[config.mk]
export PLATFORM = sky130hd
export DESIGN_NAME = alu_issue
export DESIGN_NICKNAME = d
export VERILOG_FILES = /design/src/rtl/alu_pkg.sv /design/src/rtl/alu_regfile.sv /design/src/rtl/alu_issue.sv
export SDC_FILE = /design/constraint.sdc
export NUM_CORES = 1
export LEC_CHECK = 0
export CORE_MARGIN = 10
export CORE_UTILIZATION = 45
export DETAILED_ROUTE_END_ITERATION = 10
export PLACE_DENSITY_LB_ADDON = 0.1
export SETUP_SLACK_MARGIN = 0.02
export SLEW_MARGIN = 15
export SYNTH_ARGS = -nofsm -noshare
export SYNTH_HDL_FRONTEND = slang
export SYNTH_SLANG_ARGS = --single-unit
[constraint.sdc]
create_clock -name clk -period 4.2 [get_ports clk]
set_input_delay 0.42 -clock clk [delete_from_list [all_inputs] [get_ports clk]]
set_output_delay 0.42 -clock clk [all_outputs]
set_load 0.05 [all_outputs]
[src/rtl/alu_pkg.sv]
// Shared constants, instruction field layout and decode helpers for the ALU
// issue/writeback front end.
package alu_pkg;

   localparam int DW   = 16;
   localparam int NREG = 16;
   localparam int AW   = $clog2(NREG);
   localparam int OPW  = 8;

   localparam logic [OPW-1:0] OP_NOP = 8'd0;
   localparam logic [OPW-1:0] OP_ADD = 8'd1;
   localparam logic [OPW-1:0] OP_SUB = 8'd2;
   localparam logic [OPW-1:0] OP_AND = 8'd3;
   localparam logic [OPW-1:0] OP_OR  = 8'd4;

   localparam int OP_MSB  = 31;
   localparam int OP_LSB  = 24;
   localparam int RD_MSB  = 23;
   localparam int RD_LSB  = 20;
   localparam int RS1_MSB = 19;
   localparam int RS1_LSB = 16;
   localparam int IMM_MSB = 15;
   localparam int IMM_LSB = 0;
   localparam int RS2_MSB = 3;
   localparam int RS2_LSB = 0;

   typedef struct packed {
      logic [OPW-1:0] op;
      logic [AW-1:0]  rd;
      logic [AW-1:0]  rs1;
      logic [AW-1:0]  rs2;
      logic [DW-1:0]  imm;
   } instr_t;

   // rs2 overlaps the low nibble of the immediate.
   function automatic instr_t decode(input logic [31:0] raw);
      instr_t d;
      d.op  = raw[OP_MSB:OP_LSB];
      d.rd  = raw[RD_MSB:RD_LSB];
      d.rs1 = raw[RS1_MSB:RS1_LSB];
      d.rs2 = raw[RS2_MSB:RS2_LSB];
      d.imm = raw[IMM_MSB:IMM_LSB];
      return d;
   endfunction

   function automatic logic op_legal(input logic [OPW-1:0] op);
      return (op == OP_NOP) || (op == OP_ADD) || (op == OP_SUB) ||
             (op == OP_AND) || (op == OP_OR);
   endfunction

endpackage

[src/rtl/alu_regfile.sv]
// NREG x DW register file: two asynchronous read ports, one synchronous write
// port, r0 hard-wired to zero, cleared by synchronous reset.
module alu_regfile
   import alu_pkg::*;
(
   input  logic          clk,
   input  logic          rst,
   input  logic [AW-1:0] ra_addr,
   output logic [DW-1:0] ra_data,
   input  logic [AW-1:0] rb_addr,
   output logic [DW-1:0] rb_data,
   input  logic          we,
   input  logic [AW-1:0] wa,
   input  logic [DW-1:0] wd
);

   logic [DW-1:0] mem_q [NREG];
   logic [DW-1:0] mem_d [NREG];

   // NOTE: every always_comb output gets a full default first so no latch is inferred.
   always_comb begin
      mem_d = mem_q;
      if (we && (wa != '0)) begin
         mem_d[wa] = wd;
      end
   end

   // NOTE: sequential state uses non-blocking assignments only.
   // NOTE: the array is cleared on reset because architectural state must read 0 afterwards.
   always_ff @(posedge clk) begin
      if (rst) begin
         for (int i = 0; i < NREG; i++) begin
            mem_q[i] <= '0;
         end
      end else begin
         mem_q <= mem_d;
      end
   end

   assign ra_data = (ra_addr == '0) ? '0 : mem_q[ra_addr];
   assign rb_data = (rb_addr == '0) ? '0 : mem_q[rb_addr];

endmodule

[src/rtl/alu_issue.sv]
// Issue/writeback front end for the registered ALU: decode, RF read with
// W-stage forwarding, single-cycle load-use interlock, E/W pipeline registers.
module alu_issue
   import alu_pkg::*;
(
   input  logic           clk,
   input  logic           rst,
   input  logic           in_valid,
   output logic           in_ready,
   input  logic [31:0]    in_instr,
   output logic [OPW-1:0] alu_op,
   output logic [DW-1:0]  alu_a,
   output logic [DW-1:0]  alu_b,
   output logic [DW-1:0]  alu_imm,
   input  logic [DW-1:0]  alu_c,
   output logic           wb_valid,
   output logic [AW-1:0]  wb_rd,
   output logic [DW-1:0]  wb_data,
   output logic           illegal
);

   instr_t         dec;
   logic [DW-1:0]  rf_a, rf_b;
   logic           hazard, accept, fwd_ok;
   logic [DW-1:0]  opnd_a, opnd_b;

   logic           valid_e_q, valid_e_d;
   logic [OPW-1:0] op_e_q,    op_e_d;
   logic [DW-1:0]  a_e_q,     a_e_d;
   logic [DW-1:0]  b_e_q,     b_e_d;
   logic [DW-1:0]  imm_e_q,   imm_e_d;
   logic [AW-1:0]  rd_e_q,    rd_e_d;
   logic           valid_w_q, valid_w_d;
   logic [AW-1:0]  rd_w_q,    rd_w_d;
   logic           illegal_q, illegal_d;

   alu_regfile u_rf (
      .clk     (clk),
      .rst     (rst),
      .ra_addr (dec.rs1),
      .ra_data (rf_a),
      .rb_addr (dec.rs2),
      .rb_data (rf_b),
      .we      (wb_valid),
      .wa      (rd_w_q),
      .wd      (alu_c)
   );

   always_comb begin
      dec    = decode(in_instr);
      // The E-stage result is not visible until W, so a match costs one bubble.
      hazard = valid_e_q && (rd_e_q != '0) &&
               ((dec.rs1 == rd_e_q) || (dec.rs2 == rd_e_q));
      in_ready = !rst && !hazard;
      accept   = in_valid && in_ready;

      // Forwarding from W also covers the same-cycle RF write (write-first).
      fwd_ok = valid_w_q && (rd_w_q != '0);
      opnd_a = (fwd_ok && (dec.rs1 == rd_w_q)) ? alu_c : rf_a;
      opnd_b = (fwd_ok && (dec.rs2 == rd_w_q)) ? alu_c : rf_b;

      // NOP and illegal opcodes occupy the slot but never reach the ALU or RF.
      valid_e_d = accept && op_legal(dec.op) && (dec.op != OP_NOP);
      op_e_d    = op_e_q;
      a_e_d     = a_e_q;
      b_e_d     = b_e_q;
      imm_e_d   = imm_e_q;
      rd_e_d    = rd_e_q;
      if (valid_e_d) begin
         op_e_d  = dec.op;
         a_e_d   = opnd_a;
         b_e_d   = opnd_b;
         imm_e_d = dec.imm;
         rd_e_d  = dec.rd;
      end

      valid_w_d = valid_e_q;
      rd_w_d    = rd_e_q;
      illegal_d = accept && !op_legal(dec.op);
   end

   always_ff @(posedge clk) begin
      if (rst) begin
         valid_e_q <= 1'b0;
         op_e_q    <= OP_NOP;
         a_e_q     <= '0;
         b_e_q     <= '0;
         imm_e_q   <= '0;
         rd_e_q    <= '0;
         valid_w_q <= 1'b0;
         rd_w_q    <= '0;
         illegal_q <= 1'b0;
      end else begin
         valid_e_q <= valid_e_d;
         op_e_q    <= op_e_d;
         a_e_q     <= a_e_d;
         b_e_q     <= b_e_d;
         imm_e_q   <= imm_e_d;
         rd_e_q    <= rd_e_d;
         valid_w_q <= valid_w_d;
         rd_w_q    <= rd_w_d;
         illegal_q <= illegal_d;
      end
   end

   assign alu_op   = valid_e_q ? op_e_q : OP_NOP;
   assign alu_a    = a_e_q;
   assign alu_b    = b_e_q;
   assign alu_imm  = imm_e_q;
   assign wb_valid = valid_w_q && (rd_w_q != '0);
   assign wb_rd    = rd_w_q;
   assign wb_data  = alu_c;
   assign illegal  = illegal_q;

endmodule

### Word level (Yosys, flattened, before mapping)

Index checks and enable logic that the tools add are counted.

| word-level totals | value |
|---|---|
| register bits after elaboration | 323 |
| input port bits | 51 |
| logic and storage cells | 80 |

| operators by class | value |
|---|---|
| magnitude comparators | 4 |
| equality and inequality tests | 8 |
| muxes and demuxes | 14 |
| bitwise operators | 3 |
| reductions and logical operators | 26 |

Operators with widths:

| kind | count |
|---|---|
| 256-bit bitwise mux | 1 |
| 16-bit two-way mux | 9 |
| 16-bit binary-select mux with 4-bit select | 2 |
| 16-bit demux with 4-bit select | 1 |
| 4-bit equality test | 4 |
| 8-bit by 2-bit equality test with 1-bit output (second input constant) | 2 |
| 5-bit >= comparator (second input constant) | 3 |
| 4-bit NOT with 5-bit output | 3 |
| 1-bit logical AND | 12 |
| 8-bit by 1-bit equality test with 1-bit output (second input constant) | 1 |
| 8-bit by 3-bit equality test with 1-bit output (second input constant) | 1 |
| 4-bit logical NOT | 2 |
| 8-bit logical NOT | 1 |
| 8-bit two-way mux | 1 |
| 4-bit nonzero test | 2 |
| 8-bit nonzero test | 1 |
| 1-bit logical OR | 5 |
| 5-bit by 1-bit less-than comparator with 1-bit output (second input constant) | 1 |
| 1-bit logical NOT | 3 |

### Logic depth before layout (Yosys ltp)

Gate-level depths: netlist (run 1).

| depth | value |
|---|---|
| depth in word-level cells | 8 |
| depth in mapped cells | 8 |
| mapped depth without buffers | 5 |

### By module

From an unflattened synthesis (run 1), not the netlist that was laid out.

| second synthesis, totals | value |
|---|---|
| cells, all modules | 1714 |
| area total of the unflattened synthesis | 15159.5 um^2 |

Modules (own cells, without submodules):

| module | times used | cells each | area an instance (um^2) | sequential area each (um^2) |
|---|---|---|---|---|
| alu_regfile | 1 | 1391 | 11949.0 | 4804.6 |
| alu_issue | 1 | 323 | 3210.6 | 1341.3 |

### Least setup slack after synthesis (run 1)

No wires, ideal clock.

| timing path | value |
|---|---|
| kind | register to register |
| from | register rd_w_q[2], in the netlist wb_rd[2] |
| to | register b_e_q[10], in the netlist alu_b[10] |
| library setup time | 0.088 ns |
| arrival | 2.132 ns |
| setup slack | 1.980 ns |
| stages on the path, launching flop included | 9 |
| buffers on the path | 3 |
| clock period less this slack | 2.220 ns |
| cells stage by stage | dfxtp_1 -> buf_4 -> buf_4 -> xnor2_1 -> nand4_1 -> nor2_1 -> buf_2 -> nand2_1 -> a311oi_2 |

| on the way | value |
|---|---|
| cells in the longest elaborated chain, start to end | 4 |
| elaborated cells between the ends (all ways) | 5 |
| those cells by class | eq/ne (1); mux (1); reduce/logical (3) |

Ends and longest elaborated chain:

| element | RTL line | RTL |
|---|---|---|
| start, declared | alu_issue.sv:34 | `logic [AW-1:0] rd_w_q, rd_w_d;` |
| start signal, assigned | alu_issue.sv:101 | `rd_w_q <= rd_w_d;` |
| 4-bit nonzero test | alu_issue.sv:58 | `fwd_ok = valid_w_q && (rd_w_q != '0);` |
| 1-bit logical AND | alu_issue.sv:58 |  |
| 1-bit logical AND (*) | alu_issue.sv:60 | `opnd_b = (fwd_ok && (dec.rs2 == rd_w_q)) ? alu_c : rf_b;` |
| 16-bit two-way mux (*) | alu_issue.sv:60 |  |
| end signal, assigned | alu_issue.sv:87 | `b_e_q <= '0;` |
| end signal, assigned | alu_issue.sv:97 | `b_e_q <= b_e_d;` |
| end, declared | alu_issue.sv:30 | `logic [DW-1:0] b_e_q, b_e_d;` |

Mark *: on every way between the ends. The rest lies on a longest branch, timed or not.
A chain may end at the register's enable or synchronous reset.

### Final worst setup path (run 1)

| timing path | value |
|---|---|
| from | register rd_w_q[2], in the netlist wb_rd[2] |
| to | output wb_valid |

| on the way | value |
|---|---|
| cells in the longest elaborated chain, start to end | 2 |

Ends and longest elaborated chain:

| element | RTL line | RTL |
|---|---|---|
| 4-bit nonzero test | alu_issue.sv:110 | `assign wb_valid = valid_w_q && (rd_w_q != '0);` |
| 1-bit logical AND | alu_issue.sv:110 |  |
| end, declared | alu_issue.sv:16 | `output logic wb_valid,` |

No other way between the ends.

==> reports/metrics.csv, run 1 <==
stage,metric,value,unit
global_routing,grt_use_met2,0.360,
floorplan,die_w,208,um
clock_network,cts_tree,built,
sta,hold_viol_final,0,
sta,drv_slew,0,
clock_network,cts_buffers,37,
sta,fin_ws,1.13,ns
cells_and_area,layout_common_cells,"nand2_1, dfxtp_1, a21oi_1",
floorplan,rows,68,
floorplan,dieArea,43200,um^2
sta,max_freq,325,MHz
critical_path,critical_path_arrival,2.65,ns
sta,finalCritPeriodShare,0.732,
floorplan,die_y,208,um
clock_network,clock_latency,0.53,ns
logic_synthesis,synth_edf_count,0,
global_routing,grt_pass1_vias,12600,
cells_and_area,fin_util,0.523,
placed_design,dp_hpwl,30200,um
route,drt_iter0_markers,1082,
cells_and_area,syn_to_final_growth,14.3,%
floorplan,core_area,34700,um^2
floorplan,initial_core_util,0.458,
global_routing,busiest_layer,met2,
power_and_ir_drop,power_frac_comb,0.073,
placed_design,post-place-ws,1.18,ns
power_and_ir_drop,power.share.switching,0.240,
sta,fin_crit,3.07,ns
logic_synthesis,synth_area,15900,um^2
cells_and_area,fillers,3268,
critical_path,worst_ep_required_time,3.78,ns
clock_network,cts.sinks,323,
route,vias,13000,
route,drt-pass1-iter-count,5,
critical_path,critPathCaptureType,output pin,
clock_network,htree_levels,2,
power_and_ir_drop,p_clk_frac,0.469,
logic_synthesis,ys_warn_count,0,
logic_synthesis,ys.flop_type,dfxtp_1,
clock_network,cts_resized,0,
global_routing,track_usage,0.221,
sta,tightest_slew,1.26,ns
clock_network,clockRootBuffer,clkbuf_16,
logic_synthesis,synth_seq_cells,323,
clock_network,cts.clk_slew.worst_paths,0.06,ns
critical_path,critical_path_class,reg -> out,
logic_synthesis,netlist_instances,1714,
sta,rsz0062_at_grt,false,
sta,relSlewSlack,0.162,
logic_synthesis,async_reset_ff_frac,0,
cells_and_area,drive_gt1_frac,0.150,
sta,finalSetupViolCount,0,
power_and_ir_drop,p_switching,1.61,mW
floorplan,ios,130,
logic_synthesis,yosys.cell_types.count,45,
sta,tns,0,ns
sta,clock_skew,0.0223,ns
critical_path,r2r_slack,1.45,ns
logic_synthesis,syn_avg_cell_area,9.27,um^2
cells_and_area,antenna_cells,0,
global_routing,grt_first_pass_wirelength,76500,um
global_routing,grt_overflow,0,
route,routed_via_density,5.94,
power_and_ir_drop,internal_power,5.09,mW
cells_and_area,layout.nets,1764,
clock_network,clk_path_buf_depth,3,
logic_synthesis,ys_seq_area_frac,0.407,
placed_design,gp_congestion,0.817,
global_routing,antenna_found_initial,1,
route,wl,49800,um
hold_path,hold_class,in -> reg,
global_routing,grt_start_max_net_pins,237,
global_routing,grtUsageMet1,0.291,
power_and_ir_drop,power-per-cell-area,369,nW/um^2
power_and_ir_drop,p_leak,5.72,nW
route,drtAntennaViolNets,0,
global_routing,grtUsageMet3,0.0491,
clock_network,holdBufCountCts,0,
status,outcome,completed,
critical_path,cp_max_fo,21,
cells_and_area,layout_commonest_cell,nand2_1,
run,cap_violations,0,
route,wl_per_cell,22.7,um
logic_synthesis,syn_nets,1765,
critical_path,cp-start-kind,flip-flop,
clock_network,post_cts_buffers,0,
power_and_ir_drop,ir_drop,0.000267,V
placed_design,portBuffers,129,
power_and_ir_drop,p_seq_frac,0.458,
route,route.detailed.drc,0,
metrics by stage:
| step | power (mW) | instance area (um^2) | hold slack, ns | cells |
|---|---|---|---|---|
| after CTS | 6.75 | 18200 | 0.370 | 2193 |
| after global routing | 6.89 | 18200 | 0.394 | 2193 |
| final | 6.69 | 18200 | 0.373 | 2193 |
| after floorplan | 3.46 | 15900 | 0.442 | 1714 |
| after global placement | 3.62 | 17000 | 0.449 | 2129 |
| after detailed placement | 3.62 | 17000 | 0.458 | 2129 |
path summary, 6_finish.rpt:
path	start	to	cells after the start
setup / recovery	wb_rd[2]$_SDFF_PP0_	wb_valid	3
hold / removal	rst	alu_imm[4]$_SDFFE_PP0P_	2
hold reg to reg	u_rf.mem_q[42]$_SDFFE_PP0P_	u_rf.mem_q[42]$_SDFFE_PP0P_	2
setup reg to reg	wb_rd[2]$_SDFF_PP0_	u_rf.mem_q[146]$_SDFFE_PP0P_	4
kinds of logic (layout without fill, tap and decap cells):
family                    Yosys count  after routing  share of synthesized area
DFF                               323            323                      0.407
xor gates and xnor gates           16             16                    0.00882
buffers and inverters             199            223                     0.0662
AOI/OAI and AO/OA                 382            382                      0.143
muxes                             163            163                      0.205
and+or+nand+nor                   631            631                      0.170
routing by layer:
metal / wire (um) / vias to the layer above
li1: - / 6058
met1: 21100 / 6412
met2: 23600 / 481
met3: 4140 / 72
met4: 990 / 0
met5: 0 / -
area by class of cell:
cell class                      count  area [um^2]  share of cell area
Multi-Input combinational cell   1192         8450               0.465
Sequential cell                   323         6470               0.356
Timing Repair Buffer              158         1500              0.0827
Clock buffer                       56         1100              0.0606
Tap cell                          455          569              0.0314
Clock inverter                      8         68.8             0.00379
Inverter                            1         3.75            0.000207
power by group through the flow:
stage	Clock (mW)	Sequential, mW	Combinational, mW
finish	3.14	3.07	0.488
global placement	0	3.14	0.483
CTS	3.19	3.07	0.485
detailed placement	0	3.14	0.484
floorplan	0	3.14	0.321
global route	3.31	3.07	0.515
synthesized netlist by cell type, types with 11 or more instances:
library cell / count / share of area
a21oi_1: 260 / 0.082
a311oi_1: 13 / 0.0072
a311oi_2: 19 / 0.018
buf_2: 25 / 0.0079
buf_4: 41 / 0.019
buf_6: 11 / 0.0078
clkbuf_1: 109 / 0.026
dfxtp_1: 323 / 0.41
mux2i_1: 32 / 0.020
mux4_2: 122 / 0.17
nand2_1: 455 / 0.11
nand3_1: 22 / 0.0069
nor2_1: 42 / 0.0099
nor2b_1: 23 / 0.0091
o21ai_0: 21 / 0.0066
o22ai_1: 64 / 0.025
or3_1: 39 / 0.015
sequential cells by signal, summed over array words and instances (netlist names):
| name | count |
|---|---|
| alu_a | 16 |
| valid_w_q | 1 |
| op_e_q | 8 |
| illegal | 1 |
| u_rf.mem_q | 256 |
| alu_imm | 16 |
| valid_e_q | 1 |
| alu_b | 16 |
| wb_rd | 4 |
| rd_e_q | 4 |
worst max-delay path: stages (launching register included):
cell,delay [ns]
dfxtp_1,0.99
o41ai_4,0.23
inv_1,0.11
clkdlybuf4s50_1,0.81
Power figures use the tool's default switching activity.
==> run 2: changes to the inputs <==
Clock period 4.2 ns to 2.58 ns, I/O delays scaled along.
==> run 2 against run 1 <==
Compared with the run above: combinational power up 76%; routed wire length rose by 1.1%; sequential power is 63% higher; critical path depth is 1 lower; die area unchanged; clock power rose by 77%; hold slack got worse by 0.20 ns; final area grew 3.2%; largest power group unchanged.
==> reports/metrics.csv, run 2 (synthesis results as in run 1) <==
stage,metric,value,unit,change
power_and_ir_drop,p_leak,6.11,nW,+6.8%
clock_network,cts_buffers,37,,unchanged
critical_path,cp-start-kind,flip-flop,,
cells_and_area,layout.nets,1809,,+2.6%
route,wl,50400,um,+1.1%
route,wl_per_cell,22.5,um,-1.0%
sta,relSlewSlack,0.434,,+0.272
global_routing,grt_first_pass_wirelength,77200,um,+0.93%
global_routing,grt_start_max_net_pins,146,,-38%
clock_network,htree_levels,2,,unchanged
cells_and_area,layout_commonest_cell,nand2_1,,
placed_design,dpl_cell_area,17400,um^2,+2.7%
critical_path,cp_max_fo,11,,-48%
floorplan,core_area,34700,um^2,unchanged
sta,drv_slew,0,,unchanged
cells_and_area,drive_gt1_frac,0.185,,+0.0353
critical_path,critPathCaptureType,output pin,,
sta,fin_crit,2.39,ns,
power_and_ir_drop,power,11.4,mW,+71%
global_routing,grt_pass1_vias,12900,,+1.8%
sta,finalSetupViolCount,0,,unchanged
placed_design,dp_hpwl,31800,um,+5.3%
clock_network,cts.sinks,323,,unchanged
sta,max_freq,418,MHz,
sta,tns,0,ns,unchanged
sta,tightest_slew,0.849,ns,-0.408 ns
status,outcome,completed,,
clock_network,cts_tree,built,,
clock_network,clk_path_buf_depth,3,,unchanged
floorplan,die_w,208,um,unchanged
global_routing,track_usage,0.224,,+0.00289
global_routing,antenna_found_initial,0,,-1
cells_and_area,regMostFlops,u_rf.mem_q,,
route,drt_iter0_markers,1243,,+15%
placed_design,gp_congestion,0.834,,+2.1%
sta,clock_skew,0.0239,ns,+0.00162 ns
clock_network,post_cts_buffers,0,,unchanged
critical_path,critical_path_arrival,2.13,ns,-0.52 ns
placed_design,post-place-ws,0.212,ns,-0.967 ns
cells_and_area,largest_reg_flops,256,,unchanged
run,cap_violations,0,,unchanged
critical_path,worst_ep_required_time,2.32,ns,-1.46 ns
hold_path,hold_class,in -> reg,,
route,drt-pass1-iter-count,5,,unchanged
route,routed_via_density,5.89,,-0.85%
power_and_ir_drop,p_clk_frac,0.487,,+0.018
floorplan,dieArea,43200,um^2,unchanged
placed_design,portBuffers,129,,unchanged
cells_and_area,finalInstanceArea,18700,um^2,+3.2%
route,vias,13200,,+1.3%
power_and_ir_drop,power.share.switching,0.238,,-0.00183
floorplan,ios,130,,unchanged
sta,rsz0062_at_grt,false,,
power_and_ir_drop,ir_drop,0.000436,V,+63%
sta,fin_ws,0.190,ns,-0.938 ns
clock_network,cts.clk_slew.worst_paths,0.06,ns,about the same
power_and_ir_drop,power_frac_comb,0.075,,+0.002
floorplan,rows,68,,unchanged
power_and_ir_drop,internal_power,8.70,mW,+71%
cells_and_area,syn_to_final_growth,18.0,%,
cells_and_area,final_cells,2240,,+2.1%
power_and_ir_drop,p_seq_frac,0.437,,-0.021
placed_design,dp_cells,2174,,+2.1%
cells_and_area,fin_util,0.540,,+0.0169
clock_network,clockRootBuffer,clkbuf_16,,
cells_and_area,layout_common_cells,"nand2_1, dfxtp_1, a21oi_1",,
route,drtAntennaViolNets,0,,unchanged
sta,hold_viol_final,0,,unchanged
power_and_ir_drop,p_switching,2.72,mW,+69%
route,route.detailed.drc,0,,unchanged
global_routing,grt_overflow,0,,unchanged
sta,finalCritPeriodShare,0.926,,
power_and_ir_drop,power-per-cell-area,609,nW/um^2,+65%
critical_path,critical_path_class,reg -> out,,
sta,whs,0.173,ns,-0.200 ns
cells_and_area,antenna_cells,0,,unchanged
floorplan,die_y,208,um,unchanged
clock_network,clock_latency,0.54,ns,about the same
floorplan,initial_core_util,0.458,,unchanged
run 2: layout make-up:
| type | instances | area (um^2) |
|---|---|---|
| flip-flops and latches | 323 | 6470 |
| well taps | 455 | 569 |
| multi-input cells | 1192 | 8420 |
| fillers | 3142 | 16000 |
| inverters | 1 | 3.75 |
| clock inverters | 16 | 184 |
| repair buffers | 203 | 1990 |
| clock buffers | 50 | 1110 |
run 2: layer usage:
layer	global-route usage	share of wire	vias to the layer above	wire length, um
met5	0	0	-	0
met4	0.0608	0.023	0	1170
met3	0.0410	0.071	97	3550
met2	0.354	0.46	454	23400
met1	0.307	0.44	6492	22200
li1	-	-	6146	-
run 2: power groups by stage:
stage	Combinational, mW	Clock, mW	Sequential [mW]
final	0.859	5.57	4.99
after global routing	0.902	5.85	4.99
after CTS	0.852	5.64	4.99
after detailed placement	0.851	0	5.10
after global placement	0.850	0	5.10
after floorplan	0.522	0	5.12
run 2: final timing paths:
path / start / to / slack [ns] / depth (start not counted)
worst max-delay path: valid_e_q$_SDFF_PP0_ / alu_op[2] / 0.19 / 2
worst min-delay path: rst / u_rf.mem_q[208]$_SDFFE_PP0P_ / 0.17 / 2
worst max register to register: wb_rd[2]$_SDFF_PP0_ / u_rf.mem_q[151]$_SDFFE_PP0P_ / 0.48 / 5
worst min register to register: u_rf.mem_q[5]$_SDFFE_PP0P_ / u_rf.mem_q[5]$_SDFFE_PP0P_ / 0.46 / 2
run 2: timing repair:
| action | 4_1_cts | 5_1_grt |
|---|---|---|
| endpoints found under the setup margin | 0 | 1 |
| hold buffers | 0 | 0 |
| gates resized for setup | 0 | 1 |
run 2: critical path, stage by stage, from the launching register on:
cell,delay [ns]
dfxtp_1,0.59
and2_1,0.19
clkdlybuf4s50_1,0.82
